**config.mk**
```make
export PLATFORM = sky130hd
export DESIGN_NAME = interrupt_controller
export DESIGN_NICKNAME = d
export VERILOG_FILES = /design/src/rtl/interrupt_controller.sv
export SDC_FILE = /design/constraint.sdc
export NUM_CORES = 1
export LEC_CHECK = 0
export CAP_MARGIN = 0
export CORE_MARGIN = 10
export CORE_UTILIZATION = 25
export CTS_CLUSTER_DIAMETER = 80
export DETAILED_ROUTE_END_ITERATION = 10
export PLACE_DENSITY = 0.41
export SLEW_MARGIN = 15
export SYNTH_ARGS = -nofsm -noshare
export SYNTH_HDL_FRONTEND = slang
export SYNTH_SLANG_ARGS = --single-unit
```
**constraint.sdc**
```tcl
create_clock -name clock -period 2.95 [get_ports clock]
set_input_delay 0.885 -clock clock [delete_from_list [all_inputs] [get_ports clock]]
set_output_delay 0.885 -clock clock [all_outputs]
set_load 0.02 [all_outputs]
```
**src/rtl/interrupt_controller.sv**
```systemverilog
// interrupt_controller: edge-latched, masked, fixed-priority interrupt source with quantum timer
module interrupt_controller #(
   parameter int CHANNELS      = 4,
   parameter int ADDR_WIDTH    = 12,
   parameter int QUANTUM_WIDTH = 16,
   parameter int VECTOR_BASE   = 12'hF00,
   parameter int VECTOR_STRIDE = 16
) (
   input  logic                          clock,
   input  logic                          reset,
   input  logic [CHANNELS-1:0]           irq,
   input  logic                          maskWrite,
   input  logic [CHANNELS-1:0]           maskData,
   input  logic                          quantumWrite,
   input  logic [QUANTUM_WIDTH-1:0]      quantumData,
   input  logic                          userMode,
   input  logic                          ack,
   input  logic                          eoi,
   output logic                          interruption,
   output logic [$clog2(CHANNELS+1)-1:0] cause,
   output logic [ADDR_WIDTH-1:0]         vector,
   output logic [CHANNELS-1:0]           pending,
   output logic                          busy
);
   localparam int CW = $clog2(CHANNELS+1);

   typedef enum logic [1:0] {IDLE, REQUEST, SERVICE} stateType;

   stateType                 state, nextState;
   logic [CHANNELS-1:0]      prevIrq, mask, eligible, clearBits;
   logic [QUANTUM_WIDTH-1:0] quantum, counter;
   logic                     timerPending, anyEligible, ackTaken, timerClear, timerTick;
   logic [CW-1:0]            winCause;
   logic [ADDR_WIDTH-1:0]    winVector;

   assign interruption = state == REQUEST;
   assign busy         = state == SERVICE;
   assign ackTaken     = state == REQUEST && ack;
   assign timerClear   = ackTaken && cause == CW'(CHANNELS);
   assign clearBits    = ackTaken ? CHANNELS'(1) << cause : '0;
   assign timerTick    = userMode && state == IDLE && quantum != '0;

   // lowest enabled channel wins; the timer only when no channel is eligible
   always_comb begin
      eligible    = pending & mask;
      winCause    = CW'(CHANNELS);
      anyEligible = timerPending;
      for (int i = CHANNELS - 1; i >= 0; i--)
         if (eligible[i]) begin
            winCause    = CW'(i);
            anyEligible = 1'b1;
         end
      winVector = ADDR_WIDTH'(VECTOR_BASE + int'(winCause) * VECTOR_STRIDE);
   end

   // next-state: present one request, hold it until ack, then wait for eoi
   always_comb begin
      nextState = state;
      unique case (state)
         IDLE:    nextState = anyEligible ? REQUEST : IDLE;
         REQUEST: nextState = ack ? SERVICE : REQUEST;
         SERVICE: nextState = eoi ? IDLE : SERVICE;
         default: nextState = IDLE;
      endcase
   end

   // state register
   always_ff @(posedge clock or negedge reset)
      if (!reset) state <= IDLE;
      else        state <= nextState;

   // edge capture; a new edge beats a simultaneous ack clear
   always_ff @(posedge clock or negedge reset)
      if (!reset) begin
         prevIrq <= '0;
         pending <= '0;
      end else begin
         prevIrq <= irq;
         pending <= (pending & ~clearBits) | (irq & ~prevIrq);
      end

   // mask register
   always_ff @(posedge clock or negedge reset)
      if (!reset)         mask <= '1;
      else if (maskWrite) mask <= maskData;

   // quantum timer; a write overrides a terminal decrement
   always_ff @(posedge clock or negedge reset)
      if (!reset) begin
         quantum      <= '0;
         counter      <= '0;
         timerPending <= 1'b0;
      end else begin
         if (quantumWrite) begin
            quantum <= quantumData;
            counter <= quantumData;
         end else if (timerTick)
            counter <= counter == QUANTUM_WIDTH'(1) ? quantum : counter - 1'b1;
         timerPending <= (timerPending && !timerClear) ||
                         (timerTick && !quantumWrite && counter == QUANTUM_WIDTH'(1));
      end

   // latch the winner when leaving IDLE so the presented request stays frozen
   always_ff @(posedge clock or negedge reset)
      if (!reset) begin
         cause  <= '0;
         vector <= ADDR_WIDTH'(VECTOR_BASE);
      end else if (state == IDLE && anyEligible) begin
         cause  <= winCause;
         vector <= winVector;
      end
endmodule

```
==> results.yml, run 1 <==
outcome:
  status: "complete, no violations"
timing:
  final_max_slew_viol_count: 0
  setup-violations-final: 0
  final.min_clock_period_ns: 2.48
  finalSetupTns_ns: 0
  relSlewSlack: 0.454
  fmax_mhz: 404
  fin_crit_sh: 0.840
  holdWs_ns: 0.424
  rsz0062_at_grt: "false"
  clock_skew_ns: 0.00698
  finalHoldViolCount: 0
  worst_pin_slew_ns: 0.820
clock_network:
  clock_path_buffers: 2
  post_cts_buffers: 0
  h-tree-depth: 2
  clk_pin_slew_ns: 0.10
  cts-root-buf: "clkbuf_8"
  cts_tree: "built"
  post_cts_resized: 0
  cts_buffers: 5
  insertion_delay_ns: 0.31
  clkSinkCount: 50
  hold_buffers: 0
critical_path:
  arrival_ns: 1.59
  slowest_delay_ns: 0.61
  r2r_start: "counter[1]"
  worstPathRequired_ns: 2.07
  critical-path-slowest-cell: "clkdlybuf4s50_1"
  r2r_end: "counter[14]"
  crit_buf_inv: 2
  ff2ff_setup_slack_ns: 0.56
  startpoint_type: "flip-flop"
  cp-end-kind: "output pin"
  cp_top_family: "buffers and inverters"
  cp_cell_sequence: "nand2b_1, inv_1, clkdlybuf4s50_1"
  crit_fanout: 4
  reg2regPathDepth: 7
  crit_type: "flip-flop to output pin"
logic_synthesis:
  ys.warnings.count: 0
  synth_edf_count: 0
  synthDistinctLibCells: 52
  postSynthCellCount: 275
  yosys.area_share.simple: 0.167
  synth-xor-area-share: 0.00998
  synthArstFlopShare: 1.00
  synth_top_family_by_area: "compound AO/OA/AOI/OAI gates"
  synth_area_mm2: 0.00263
  syn_area_per_cell_um2: 9.57
  synthMuxAreaShare: 0.0423
  yosys_register_bits: 50
  synth.yosys.seq_area_share: 0.477
  synth-compound-area-share: 0.204
  ys.flop_type: "dfrtp_1"
  synthAdderAreaFrac: 0.00951
global_route:
  grt_pass1_wl_um: 11900
  gr-total-overflow: 0
  grt_usage: 0.0988
  antenna_found_initial: 0
  grt_pass1_vias: 2234
  grt_max_degree: 38
hold_path:
  hold_path_depth: 1
  worstHoldStart: "prevIrq[1]"
  worstHoldEndpoint: "pending[1]"
  hp-class: "flip-flop to flip-flop"
power:
  powerDensity_mw_per_mm2: 629
  peakVddDrop_v: 0.000273
  p_leak_uw: 0.00135
route:
  routed_wl_um: 7220
  wl_per_cell_um: 15.9
  ant_nets: 0
  drt-initial-drc-count: 160
  drc: 0
  vias: 2185
  drt_first_pass_iters: 5
  routed_via_density: 4.81
finish:
  final_common_cell: "dfrtp_1"
  final-instance-count-excl-fill: 454
  fin_nets: 350
  postLayoutCellArea_mm2: 0.00326
  final_util: 0.317
  layout_common_cells: "dfrtp_1 (46), clkdlybuf4s50_1 (41), nand2_1 (22)"
  layout-drive-gt1-share: 0.129
  area_delta_synth_final_pct: 23.7
  insertedDiodeCount: 0
placement:
  dpl_cell_area_mm2: 0.00316
  io_buffer_count: 42
  placedCellCount: 446
  hpwl_um: 5560
  gp_congestion: 0.773
floorplanning:
  rows: 37
  core_mm2: 0.0103
  design.die.area_mm2: 0.0150
  die_h_um: 123
  pin_count: 52
  initial_core_util: 0.256
  die_w_um: 123
flow_run:
  cap_violations: 0
-- where the power goes --
part	leakage, µW	internal, µW	total, µW	switching [µW]
registers	0.000590	801	931	130
logic	0.000715	315	690	375
clock network	0.0000447	172	429	257
-- metrics by stage --
stage | total power [µW] | setup slack, ns
2_1_floorplan | 1360 | 0.716
3_3_place_gp | 1650 | 0.538
3_5_place_dp | 1640 | 0.497
4_1_cts | 2080 | 0.450
5_1_grt | 2210 | 0.348
6_report | 2050 | 0.473
-- per-layer routing --
layer,vias to the layer above,share of wire,global-route usage
met3,6,0.060,0.0234
met2,54,0.47,0.162
li1,1059,-,-
met4,0,0.0096,0.0243
met1,1066,0.46,0.128
met5,-,0,0
-- kinds of logic after synthesis --
logic type / Yosys count
adders and majority gates: 2
muxes: 10
and+or+nand+nor: 85
AOI/OAI and AO/OA: 80
buffers and inverters: 43
other: 2
DFF: 50
xor gates and xnor gates: 3
-- synth_stat cells, drive strengths merged, types with 2 or more instances --
cell type / number / share of area
a211oi: 4 / 0.011
a21o: 3 / 0.0086
a21oi: 18 / 0.034
a221o: 3 / 0.011
a22o: 3 / 0.010
a2bb2oi: 4 / 0.013
a31oi: 2 / 0.0048
and2: 2 / 0.0048
buf: 18 / 0.051
clkbuf: 6 / 0.0086
conb: 2 / 0.0029
dfrtp: 46 / 0.44
dfstp: 4 / 0.040
ha: 2 / 0.0095
inv: 18 / 0.026
mux2: 9 / 0.038
nand2: 23 / 0.034
nand2b: 2 / 0.0048
nand3: 3 / 0.0057
nand4: 3 / 0.0071
nor2: 19 / 0.028
nor3: 8 / 0.015
nor4: 10 / 0.024
o211ai: 2 / 0.0057
o21ai: 25 / 0.050
o221ai: 4 / 0.013
o31ai: 4 / 0.015
o41ai: 4 / 0.013
or3: 5 / 0.012
or4: 4 / 0.013
xor2: 2 / 0.0067
-- flip-flops by register name (all words and copies together) (netlist names) --
name          count
quantum          16
prevIrq           4
timerPending      1
vector            3
pending           4
state             2
counter          16
mask              4
-- worst reg2reg max path, stage by stage (launching register included) --
cell	delay, ns
dfrtp_1	0.43
inv_1	0.09
ha_1	0.13
or4b_4	0.49
or4_4	0.64
nor2_2	0.12
nor2_1	0.05
a221o_1	0.35
-- how the worst max path moves through the flow --
stage	endpoint	cells after the start	slack [ns]	startpoint
after detailed placement	counter[3]	5	0.50	userMode
after floorplan	counter[14]	8	0.72	counter[1]
after CTS	interruption	3	0.45	state[1]
after global placement	counter[4]	6	0.54	quantumWrite
final	interruption	3	0.47	state[1]
after global routing	interruption	3	0.35	state[1]
-- area by class of cell --
class,instances,area [µm²]
Clock buffer,5,68.8
Clock inverter,3,25.0
Fill cell,1097,7020
Inverter,19,71.3
Multi-Input combinational cell,189,1170
Sequential cell,50,1260
Tap cell,136,170
Timing Repair Buffer,52,490
Power figures use the tool's default switching activity.
==> run 2, diff against run 1 <==
- PLACE_DENSITY: 0.41 -> 0.42
- clock period: 2.95 -> 2.2 ns (I/O delays scaled with it)
==> run 2 against run 1 <==
Compared with the run above: clock power increased by 32%; hold slack worse by 0.097 ns; core utilization up 2.3 points; combinational power is 61% higher; clock skew up 0.0099 ns; clock-buffer cell count stayed put; sequential power up 30%; design area is 7.3% higher; cell count rose by 6.4%; flip-flop and latch count did not move.
==> results.yml, run 2 (synthesis results as in run 1) <==
outcome:
  status: "complete, no violations"
route:
  drt-initial-drc-count: 107
  vias: 2264
  routed_wl_um: 7630
  drt_first_pass_iters: 4
  routed_via_density: 4.69
  wl_per_cell_um: 15.8
  drc: 0
  ant_nets: 0
critical_path:
  crit_top_cell: "buf_4"
  r2r_end: "counter[15]"
  arrival_ns: 2.40
  crit_start: "counter[10]"
  crit_end: "counter[15]"
  critical-path-slowest-cell: "or4_1"
  cp-end-kind: "flip-flop"
  ff2ff_setup_slack_ns: 0.02
  cp_top_family: "simple AND/OR/NAND/NOR gates"
  crit_type: "flip-flop to flip-flop"
  reg2regPathDepth: 7
  r2r_start: "counter[10]"
  worstPathRequired_ns: 2.42
  startpoint_type: "flip-flop"
  crit_buf_inv: 2
  path_depth: 7
  cp_cell_sequence: "or4_1, buf_4, nor4_2, buf_4, a21o_1, a21oi_1, o31ai_1"
  slowest_delay_ns: 0.55
  crit_fanout: 6
floorplanning:
  initial_core_util: 0.256
  core_mm2: 0.0103
  die_w_um: 123
  rows: 37
  design.die.area_mm2: 0.0150
  pin_count: 52
  die_h_um: 123
clock_network:
  cts-root-buf: "clkbuf_8"
  clk_pin_slew_ns: 0.11
  insertion_delay_ns: 0.31
  h-tree-depth: 2
  cts_buffers: 5
  cts_tree: "built"
  clock_path_buffers: 2
  clkSinkCount: 50
finish:
  insertedDiodeCount: 0
  layout_common_cells: "dfrtp_1 (46), clkdlybuf4s50_1 (38), buf_4 (38)"
  area_delta_synth_final_pct: 32.7
  top_regs: "counter (16), quantum (16)"
  fillers: 1089
  final_common_cell: "dfrtp_1"
  fin_nets: 379
  final_util: 0.340
  layout-drive-gt1-share: 0.213
  final-instance-count-excl-fill: 483
hold_path:
  hp-class: "primary input to async pin"
timing:
  relSlewSlack: 0.624
  rsz0062_at_grt: "true"
  setup-violations-final: 0
  fmax_mhz: 458
  final_max_slew_viol_count: 0
  fin_crit_sh: 0.992
  finalHoldViolCount: 0
  worst_pin_slew_ns: 0.564
  holdWs_ns: 0.327
  final.min_clock_period_ns: 2.18
  clock_skew_ns: 0.0169
power:
  powerDensity_mw_per_mm2: 825
  total_power_uw: 2880
  peakVddDrop_v: 0.000343
  p_leak_uw: 0.00152
placement:
  gp_congestion: 0.836
  io_buffer_count: 42
  placedCellCount: 474
  hpwl_um: 5930
global_route:
  grt_usage: 0.103
  grt_pass1_vias: 2345
  antenna_found_initial: 0
  gr-total-overflow: 0
  grt_pass1_wl_um: 12400
  grt_max_degree: 26
flow_run:
  cap_violations: 0
run 2: worst min path at each step:
stage,from,end,slack [ns],cells past startpoint
after floorplan,reset,counter[0],0.36,0
after global placement,prevIrq[3],pending[3],0.41,1
after detailed placement,prevIrq[3],pending[3],0.41,1
after CTS,reset,quantum[5],0.34,1
after global routing,reset,prevIrq[3],0.36,1
final,reset,counter[5],0.33,1
run 2: through the flow:
step | area [µm²] | TNS [ns] | setup WS (ns)
after floorplan | 2660 | -0.0344 | -0.0282
after global placement | 3370 | -0.104 | -0.0656
after detailed placement | 3370 | -0.106 | -0.0693
after CTS | 3480 | -0.00320 | -0.00320
after global routing | 3490 | -0.974 | -0.103
final | 3490 | 0 | 0.0178
run 2: layout make-up:
cell class                      instances  area [µm²]  share of cell area
Multi-Input combinational cell        189        1190               0.340
Sequential cell                        50        1260               0.360
Clock buffer                            5        68.8              0.0197
Clock inverter                          3        23.8             0.00681
Timing Repair Buffer                   81         716               0.205
Tap cell                              136         170              0.0487
Inverter                               19        71.3              0.0204
run 2: where the power goes:
| group | total (µW) | leakage (µW) | internal [µW] | switching (µW) |
|---|---|---|---|---|
| registers | 1210 | 0.000590 | 1070 | 131 |
| clock network | 567 | 0.0000408 | 228 | 339 |
| logic | 1110 | 0.000891 | 523 | 587 |
| total | 2880 | 0.00152 | 1830 | 1060 |
run 2: metal layers:
metal  share of wire  vias to the layer above  GRT usage
li1                -                     1118          -
met1            0.47                     1075      0.132
met2            0.46                       63      0.170
met3           0.054                        8     0.0243
met4           0.014                        0     0.0295
met5               0                        -          0
run 2: what timing repair did:
action                     CTS  global route
pin swaps                    1             0
setup buffers                1             0
resized for setup            4             4
setup endpoints to repair    9            19
gates cloned                 0             0
hold buffers                 0             0
==> run 3, diff against run 2 <==
- REMOVE_ABC_BUFFERS: not set -> 1
==> run 3 against run 2 <==
Compared with the run above: the run now ends with setup timing left; design area rose by 3.9%; clock-buffer cell count is the same; clock skew shrank 0.0039 ns.
==> results.yml, run 3 (synthesis results as in run 1) <==
outcome:
  status: "finished with violations"
  violations: "setup timing"
global_route:
  grt_pass1_wl_um: 12700
  gr-total-overflow: 0
  grt_max_degree: 36
  grt_pass1_vias: 2419
  antenna_found_initial: 0
  grt_usage: 0.105
timing:
  setup-violations-final: 5
  final.min_clock_period_ns: 2.23
  fin_crit_sh: 1.01
  fmax_mhz: 448
  clock_skew_ns: 0.0130
  relSlewSlack: 0.639
  final_max_slew_viol_count: 0
  worst_pin_slew_ns: 0.538
  holdWs_ns: 0.256
  worst_slack_ns: -0.0327
  rsz0062_at_grt: "true"
  finalHoldViolCount: 0
finish:
  multi_input_area_mm2: 0.00128
  fillers: 1082
  layout_common_cells: "dfrtp_1 (46), buf_4 (40), clkdlybuf4s50_1 (39)"
  fin_nets: 384
  final_common_cell: "dfrtp_1"
  area_delta_synth_final_pct: 37.8
  layout-drive-gt1-share: 0.259
  top_regs: "counter (16), quantum (16)"
  regArea_mm2: 0.00126
  insertedDiodeCount: 0
critical_path:
  crit_buf_inv: 1
  crit_type: "flip-flop to flip-flop"
  arrival_ns: 2.43
  crit_fanout: 6
  startpoint_type: "flip-flop"
  critical-path-slowest-cell: "or4_4"
  cp_top_family: "simple AND/OR/NAND/NOR gates"
  ff2ff_setup_slack_ns: -0.03
  cp_cell_sequence: "inv_2, ha_4, or4b_4, or4_4, nor2_2, nor2_1, a221o_1"
  slowest_delay_ns: 0.60
  cp-end-kind: "flip-flop"
  worstPathRequired_ns: 2.40
route:
  drt-initial-drc-count: 94
  drt_first_pass_iters: 4
  ant_nets: 0
  vias: 2289
  routed_via_density: 4.69
  routed_wl_um: 7930
  wl_per_cell_um: 16.2
  drc: 0
floorplanning:
  rows: 37
  die_h_um: 123
  pin_count: 52
  core_mm2: 0.0103
  initial_core_util: 0.256
  die_w_um: 123
  design.die.area_mm2: 0.0150
clock_network:
  clk_pin_slew_ns: 0.11
  insertion_delay_ns: 0.32
  clkSinkCount: 50
  cts-root-buf: "clkbuf_8"
  h-tree-depth: 2
  cts_buffers: 5
  hold_buffers: 0
  clock_path_buffers: 2
  cts_tree: "built"
power:
  powerDensity_mw_per_mm2: 821
  p_leak_uw: 0.00155
  total_power_uw: 2980
  peakVddDrop_v: 0.000394
placement:
  hpwl_um: 6000
  gp_congestion: 0.802
  io_buffer_count: 42
flow_run:
  cap_violations: 0
hold_path:
  hp-class: "primary input to async pin"
==> run 3: changes by cell type in the layout (fill, tap and decap cells not counted), moves of 2 or more <==
cell | before | now
nor4_1 | 9 | 6
a2bb2oi_1 | 4 | 2
a2bb2oi_2 | 0 | 2
buf_4 | 38 | 40
clkinvlp_4 | 2 | 0
nor4_2 | 1 | 3
o221ai_1 | 4 | 2
o221ai_2 | 0 | 2
or4_4 | 1 | 3
==> run 3: area by class of cell <==
type,instances,area share
Clock buffer,5,0.0190
Clock inverter,3,0.00793
Inverter,19,0.0197
Multi-Input combinational cell,190,0.352
Sequential cell,50,0.346
Tap cell,136,0.0469
Timing Repair Buffer,85,0.208
==> run 3: worst register-to-register path, cell delays in order (launching register included) <==
cell and delay [ns]:
dfrtp_1 0.40, inv_2 0.08, ha_4 0.11, or4b_4 0.46, or4_4 0.60, nor2_2 0.13
nor2_1 0.04, a221o_1 0.30
==> run 3: what timing repair did <==
action,CTS,global route
buffers inserted,0,2
pin swaps,0,8
setup endpoints to repair,9,17
resized for setup,4,21
endpoints found under the hold margin,0,0
cloned,1,1
==> run 3: path summary, 6_finish.rpt <==
kind | start | to | cells after the start
hold reg to reg | prevIrq[0] | pending[0] | 1
hold / removal | reset | pending[2] | 1
min in group clock | prevIrq[0] | pending[0] | 1
setup reg to reg | counter[1] | counter[14] | 7
setup / recovery | counter[1] | counter[14] | 7
max in group asynchronous | reset | mask[3] | 2
==> run 3: layer usage <==
metal | global-route usage | up-vias | wire (µm)
li1 | - | 1130 | -
met1 | 0.134 | 1090 | 3630
met2 | 0.173 | 60 | 3720
met3 | 0.0271 | 9 | 467
met4 | 0.0309 | 0 | 107
met5 | 0 | - | 0
==> run 3: stage by stage <==
step / cell area (µm²) / utilization / setup TNS [ns] / std cells / setup slack (ns)
after global placement: 3400 / 0.331 / -0.0206 / 476 / -0.0206
after floorplan: 2500 / - / -2.84 / 258 / -0.380
final: 3630 / 0.353 / -0.0686 / 488 / -0.0327
after global routing: 3630 / 0.353 / -0.983 / 488 / -0.121
after detailed placement: 3400 / 0.331 / -0.0951 / 476 / -0.0448
after CTS: 3520 / 0.342 / -0.0359 / 485 / -0.0312
==> run 3: power by group <==
group | internal, µW | switching, µW | leakage [µW]
registers | 1070 | 134 | 0.000590
clock network | 239 | 355 | 0.0000506
logic | 553 | 625 | 0.000910
